==> src/rtl/exec_sequencer.sv <==
// exec_sequencer: owns the PC, fetches 16-bit instructions over a req/ack
// handshake and hands each one to control_unit with run held high.
// Ports:
//   clk, reset            - clock, synchronous active-high reset
//   start, start_addr     - begin execution at start_addr (ignored when busy)
//   stop                  - halt at the next instruction boundary
//   imem_req, imem_addr   - fetch request and address (address == pc)
//   imem_ack, imem_data   - fetch accept, instruction word valid with ack
//   run, d_in             - core enable and latched instruction register
//   done                  - core STORE cycle marker
//   branch_taken/_target  - redirect, sampled only with done
//   pc, busy              - program counter, high outside IDLE
//   timeout               - sticky watchdog error flag
//   inst_count            - saturating retired-instruction count
module exec_sequencer #(
   parameter int ADDR_W     = 8,
   parameter int MAX_CYCLES = 8
) (
   input  logic              clk,
   input  logic              reset,
   input  logic              start,
   input  logic [ADDR_W-1:0] start_addr,
   input  logic              stop,
   output logic              imem_req,
   output logic [ADDR_W-1:0] imem_addr,
   input  logic              imem_ack,
   input  logic [15:0]       imem_data,
   output logic              run,
   output logic [15:0]       d_in,
   input  logic              done,
   input  logic              branch_taken,
   input  logic [ADDR_W-1:0] branch_target,
   output logic [ADDR_W-1:0] pc,
   output logic              busy,
   output logic              timeout,
   output logic [15:0]       inst_count
);

   typedef enum logic [1:0] {
      IDLE  = 2'd0,
      FETCH = 2'd1,
      EXEC  = 2'd2
   } state_t;

   localparam logic [7:0] WD_LAST = 8'(MAX_CYCLES - 1);

   state_t            state;
   state_t            state_nxt;
   logic [ADDR_W-1:0] pc_q;
   logic [ADDR_W-1:0] pc_nxt;
   logic [15:0]       ir_q;
   logic [15:0]       ir_nxt;
   logic              timeout_q;
   logic              timeout_nxt;
   logic [15:0]       count_q;
   logic [15:0]       count_nxt;
   logic              stop_pending;
   logic              stop_pending_nxt;
   logic [7:0]        wd_cnt;
   logic [7:0]        wd_cnt_nxt;

   // State register
   always_ff @(posedge clk) begin
      if (reset) begin
         state <= IDLE;
      end else begin
         state <= state_nxt;
      end
   end

   // Datapath registers, all loaded from the next-value logic below
   always_ff @(posedge clk) begin
      if (reset) begin
         pc_q         <= '0;
         ir_q         <= '0;
         timeout_q    <= 1'b0;
         count_q      <= '0;
         stop_pending <= 1'b0;
         wd_cnt       <= '0;
      end else begin
         pc_q         <= pc_nxt;
         ir_q         <= ir_nxt;
         timeout_q    <= timeout_nxt;
         count_q      <= count_nxt;
         stop_pending <= stop_pending_nxt;
         wd_cnt       <= wd_cnt_nxt;
      end
   end

   // Next-state and next-value logic
   always_comb begin
      state_nxt        = state;
      pc_nxt           = pc_q;
      ir_nxt           = ir_q;
      timeout_nxt      = timeout_q;
      count_nxt        = count_q;
      stop_pending_nxt = stop_pending;
      wd_cnt_nxt       = wd_cnt;

      unique case (state)
         IDLE: begin
            // stop is dropped here; start wins a same-cycle collision
            if (start) begin
               pc_nxt           = start_addr;
               timeout_nxt      = 1'b0;
               count_nxt        = '0;
               stop_pending_nxt = 1'b0;
               state_nxt        = FETCH;
            end
         end

         FETCH: begin
            if (stop) begin
               stop_pending_nxt = 1'b1;
            end
            // A started fetch always runs to completion
            if (imem_ack) begin
               ir_nxt     = imem_data;
               wd_cnt_nxt = '0;
               state_nxt  = EXEC;
            end
         end

         EXEC: begin
            wd_cnt_nxt = wd_cnt + 8'd1;
            if (stop) begin
               stop_pending_nxt = 1'b1;
            end
            if (done) begin
               if (branch_taken) begin
                  pc_nxt = branch_target;
               end else begin
                  pc_nxt = pc_q + ADDR_W'(1);
               end
               if (count_q != 16'hFFFF) begin
                  count_nxt = count_q + 16'd1;
               end
               if (stop_pending || stop) begin
                  stop_pending_nxt = 1'b0;
                  state_nxt        = IDLE;
               end else begin
                  state_nxt = FETCH;
               end
            end else if (wd_cnt == WD_LAST) begin
               // Core hung: abandon the instruction, keep pc on it
               timeout_nxt      = 1'b1;
               stop_pending_nxt = 1'b0;
               state_nxt        = IDLE;
            end
         end

         default: begin
            state_nxt = IDLE;
         end
      endcase
   end

   // Outputs come only from registers or a state decode
   assign imem_req   = (state == FETCH);
   assign run        = (state == EXEC);
   assign busy       = (state != IDLE);
   assign imem_addr  = pc_q;
   assign pc         = pc_q;
   assign d_in       = ir_q;
   assign timeout    = timeout_q;
   assign inst_count = count_q;

endmodule

==> config.mk <==
export PLATFORM = sky130hd
export DESIGN_NAME = exec_sequencer
export DESIGN_NICKNAME = d
export VERILOG_FILES = /design/src/rtl/exec_sequencer.sv
export SDC_FILE = /design/constraint.sdc
export NUM_CORES = 1
export LEC_CHECK = 0
export BUFFER_PORTS_ARGS = -buffer_cell sky130_fd_sc_hd__buf_4
export CORE_MARGIN = 2
export CORE_UTILIZATION = 36
export CTS_BUF_LIST = sky130_fd_sc_hd__clkbuf_16
export DETAILED_ROUTE_END_ITERATION = 10
export PLACE_DENSITY = 0.69
export SLEW_MARGIN = 15
export SYNTH_ARGS = -nofsm -noshare
export SYNTH_HDL_FRONTEND = slang
export SYNTH_SLANG_ARGS = --single-unit
==> constraint.sdc <==
create_clock -name clk -period 3.26 [get_ports clk]
set_clock_uncertainty 0.15 [all_clocks]
set_input_delay 0.326 -clock clk [delete_from_list [all_inputs] [get_ports clk]]
set_output_delay 0.326 -clock clk [all_outputs]
set_load 0.05 [all_outputs]
Yosys cells after proc, flatten, opt, wreduce, memory -nomap -nowiden. Index checks and enable logic that the tools add are counted.

Flip-flop bits (word level): 52. Output and inout port bits: 52. Logic and storage cells: 59.

$add $sub $neg: 3. Eq/ne operators: 11. Muxes and demuxes: 25. Reduce and logical (&&, ||, !) cells: 13.

Operators with widths (count): 16-bit two-way mux (3); 8-bit two-way mux (4); 16-bit one-hot mux with 2 select lines (1); 8-bit one-hot mux with 2 select lines (2); 16-bit by 1-bit adder with 16-bit output (second input constant) (1); 8-bit by 1-bit adder with 8-bit output (second input constant) (2); 16-bit != test (second input constant) (1); 8-bit by 3-bit equality test with 1-bit output (second input constant) (1); 1-bit two-way mux (8); 2-bit two-way mux (4); 2-bit by 1-bit != test with 1-bit output (second input constant) (4); 4-bit AND reduction (2); 2-bit one-hot mux with 3 select lines (1); 2-bit AND reduction (3); 3-bit AND reduction (2); 2-bit nonzero test (3); 2-bit != test (second input constant) (2); 3-bit by 1-bit != test with 1-bit output (second input constant) (1); 1-bit one-hot mux with 3 select lines (1); 3-bit nonzero test (1); 2-bit by 1-bit equality test with 1-bit output (second input constant) (1); 2-bit equality test (second input constant) (1); 2-bit zero test (1); 1-bit one-hot mux with 2 select lines (1); 1-bit logical OR (1).

Depth between registers and ports, before layout.
Depth in word-level cells: 4. Depth in mapped cells: 9. Depth with buffers taken out: 7.

Worst setup path after synthesis. No wires, ideal clock.

Path kind: register to register. Start: register state[0]. End: register pc_q[0], in the netlist imem_addr[0]. Setup time: 0.103 ns. Data arrival time: 2.155 ns. Required time: 3.007 ns. Setup slack: 0.852 ns. Cell stages (with the launch flop): 9. Path buffers: 2. Period minus slack after synthesis: 2.408 ns. Path through: dfxtp_1 -> inv_1 -> ha_1 -> buf_4 -> mux2i_2 -> or2_1 -> buf_6 -> a21oi_1 -> a2111oi_2.

Longest elaborated chain between the ends: 3.

Ends and longest elaborated chain: start, declared (RTL line 47) `state_t state;`; start signal, assigned (RTL line 67) `state <= state_nxt;`; 2-bit equality test *; net run (RTL line 28) `output logic run,`; 2-bit by 1-bit != test with 1-bit output (no source line) or 2-bit nonzero test (tied branches); 3-bit AND reduction (no source line); end signal, assigned (RTL line 81) `pc_q <= pc_nxt;`; end, declared (RTL line 49) `logic [ADDR_W-1:0] pc_q;`.

Mark *: on every way through the listed nets, which the timed path passes. The rest lies on a longest branch. A chain may end at the register's enable or synchronous reset.

Final worst setup path.
Start: register state[0]. End: register count_q[7], in the netlist inst_count[7].

Longest elaborated chain between the ends: 3.

Ends and longest elaborated chain: 2-bit equality test or 2-bit zero test (tied branches) (RTL line 100) `unique case (state)`; 2-bit by 1-bit != test with 1-bit output (no source line), or another cell as far along; 4-bit AND reduction (no source line); end signal, assigned (RTL line 84) `count_q <= count_nxt;`; end, declared (RTL line 55) `logic [15:0] count_q;`.

Parallel ways exist; a longest one is shown, timed or not.

==> flow_metrics.py <==
metrics = {
    "final_layout": {
        "diodes": 0,
        "final_cell_mix": "buf_4 (92), nand2_1 (54), dfxtp_1 (52)",
        "mostFrequentLayoutCell": "buf_4",
        "final_core_util": 0.488,
        "area.growth.synth_to_final_pct": 30.6,
        "design_area_um2": 3540,
        "finalNetCount": 462,
        "layout-drive-gt1-share": 0.267,
        "fill_cells": 698,
    },
    "sta": {
        "post-route-period-util": 0.727,
        "drv_slew": 0,
        "setup_viol": 0,
        "slew_headroom": 0.614,
        "setup_tns_ns": 0,
        "hold_viol": 0,
        "rsz0062_at_grt": "false",
        "worst_pin_slew_ns": 0.579,
        "fmax_mhz": 422,
        "period_needed_ns": 2.37,
    },
    "clocking": {
        "cts_resized": 0,
        "cts_tree": "yes",
        "cts_max_level": 2,
        "cts.sinks": 52,
        "cts_buffers": 5,
        "clk_latency_ns": 0.29,
        "clk_pin_slew_ns": 0.07,
        "cts_buffer_depth": 2,
        "cts_root_buffer": "clkbuf_16",
        "ctsHoldBuffers": 0,
        "post_cts_buffers": 0,
    },
    "floorplanning": {
        "fp.dieW_um": 90.7,
        "dieArea_um2": 8230,
        "row_count": 31,
        "start_util": 0.373,
        "design.portCount": 91,
        "die_h_um": 90.7,
        "core_um2": 7250,
    },
    "flow_run": {
        "cap_viol_max_count": 0,
    },
    "run_status": {
        "status": "finished clean",
    },
    "power": {
        "p_int_mw": 1.46,
        "power_density_nw_per_um2": 799,
        "worst_ir_drop_vdd_mv": 0.260,
        "pwr-share-comb": 0.506,
        "p_leak_nw": 1.38,
        "p_sw_frac": 0.484,
        "power_frac_seq": 0.305,
        "clkPwrFrac": 0.189,
        "p_sw_mw": 1.37,
    },
    "logic_synthesis": {
        "synth_area_per_cell_um2": 7.94,
        "ys_seq_area_frac": 0.384,
        "synth_seq_cells": 52,
        "yosysWarnings": 0,
        "synthArstFlopShare": 0,
        "yosysTopAreaCellShare": 0.384,
        "yosys_most_used_dff": "dfxtp_1",
        "syn_area_um2": 2710,
        "synth_cells": 341,
        "synth_edf_count": 0,
        "ys_types": 52,
        "syn-num-nets": 388,
        "post-synth-top-area-cell": "dfxtp_1",
        "synth_area_leaders": "dfxtp_1 (38%), nand2_1 (7.5%), a21oi_1 (6.7%)",
    },
    "global_route": {
        "antenna_found_initial": 0,
        "grt_pass1_vias": 2424,
        "grt_remaining_overflow": 0,
        "track_usage": 0.160,
        "grt_max_degree": 38,
        "grt_first_pass_wirelength_mm": 11.1,
    },
    "placement": {
        "dpl.hpwl_mm": 4.81,
        "placedInstanceArea_um2": 3390,
        "gp_congestion": 0.795,
        "portBuffers": 90,
    },
    "routing": {
        "drc": 0,
        "routed_wl_mm": 6.65,
        "wl_per_cell_um": 12.9,
        "first_pass_iters": 4,
        "antenna_left": 0,
        "viasPerCell": 5.11,
        "first_iter_violations": 45,
        "vias": 2632,
    },
    "setup_path": {
        "crit_chain": "inv_1, ha_1, mux2i_2, nor2_4, o21ai_4, or4_1, a31oi_1",
        "regToRegSetupSlack_ns": 0.89,
        "r2r-end": "inst_count[7]",
        "critPathBufInv": 1,
        "r2r_start": "state[0]",
        "cp_slowest_cell": "or4_1",
        "worstPathArrival_ns": 2.44,
        "cp-end-kind": "register",
        "required_ns": 3.33,
        "start_kind": "register",
        "cp_max_fo": 16,
        "cpPeakStageDelay_ns": 0.49,
        "cp_top_family": "simple AND/OR/NAND/NOR gates",
        "path_depth": 7,
        "worstRegToRegCells": 7,
        "critical_path_class": "reg -> reg",
    },
    "min_path": {
        "min_to": "d_in[7]",
        "min_from": "imem_data[7]",
        "hold_path_class": "in -> reg",
        "whs_path_depth": 3,
    },
}
-- logic make-up after synthesis --
| logic type | Yosys count | share of synthesized area |
|---|---|---|
| simple gates | 146 | 0.264 |
| buf+inv | 35 | 0.0638 |
| compound gates | 82 | 0.188 |
| flops | 52 | 0.384 |
| xor+xnor | 11 | 0.0356 |
| fa+ha+maj | 8 | 0.0370 |
| mux | 7 | 0.0277 |
-- area by class of cell --
| type | instances | area [um2] | area share |
|---|---|---|---|
| Clock buffer | 5 | 125 | 0.0354 |
| Clock inverter | 3 | 25.0 | 0.00707 |
| Inverter | 10 | 37.5 | 0.0106 |
| Multi-Input combinational cell | 254 | 1490 | 0.422 |
| Sequential cell | 52 | 1040 | 0.294 |
| Tap cell | 99 | 124 | 0.0350 |
| Timing Repair Buffer | 92 | 691 | 0.195 |
-- power groups by stage --
| stage | combinational, mW | clock (mW) | sequential, mW |
|---|---|---|---|
| after floorplan | 0.877 | 0 | 1.12 |
| after global placement | 1.42 | 0 | 0.871 |
| after detailed placement | 1.44 | 0 | 0.873 |
| after CTS | 1.44 | 0.547 | 0.859 |
| after global routing | 1.54 | 0.568 | 0.882 |
| final | 1.43 | 0.535 | 0.861 |
-- worst max-delay path by stage --
stage,from,end,slack (ns)
after global routing,state[1],wd_cnt[5],0.61
after detailed placement,state[0],inst_count[7],0.87
after floorplan,state[0],imem_addr[0],0.85
after CTS,state[0],inst_count[7],0.87
final,state[0],inst_count[7],0.89
after global placement,state[0],inst_count[7],0.96
-- per-layer routing --
metal,GRT usage,wire length (um),part of all wire,vias to the layer above
li1,-,-,-,1334
met1,0.196,2970,0.45,1221
met2,0.280,3270,0.49,73
met3,0.0351,363,0.055,4
met4,0.0436,55,0.0083,0
met5,0,0,0,-
-- synthesized netlist by cell type, types with 2 or more instances --
cell type   n
a211oi_1    6
a21oi_1    36
a31oi_1     2
and2_1      2
and3_1      4
and4_1      2
buf_4       9
clkbuf_1   15
dfxtp_1    52
ha_1        8
inv_1      10
mux2i_1     5
nand2_1    54
nand2b_1    2
nand3_1    17
nand3b_1    2
nand4_1     9
nor2_1     29
nor2b_1     2
nor3_1      6
o21ai_0    20
o22ai_1     2
or2_2       2
or3_1       7
or4_1       2
xnor2_1     6
xor2_1      5
-- metrics by stage --
stage                     worst slack, ns  cells  hold slack [ns]  power, mW
after floorplan                     0.852    341            0.308       2.00
after global routing                0.613    515            0.128       2.99
after detailed placement            0.874    507            0.298       2.31
after global placement              0.957    507            0.295       2.29
final                               0.889    515            0.127       2.83
after CTS                           0.866    515            0.125       2.85
-- flip-flops by register name, indices dropped and copies added, names as in the netlist --
name / flops
d_in: 16
inst_count: 16
imem_addr: 8
wd_cnt: 8
state: 2
stop_pending: 1
timeout: 1
-- worst register-to-register path, delay by kind of cell (launching register included) --
family / cells / cell delay (ns)
compound gates: 2 / 0.33
fa+ha+maj: 1 / 0.31
buf+inv: 1 / 0.08
flops: 1 / 0.40
mux: 1 / 0.22
simple gates: 2 / 0.82
Power figures use the tool's default switching activity.
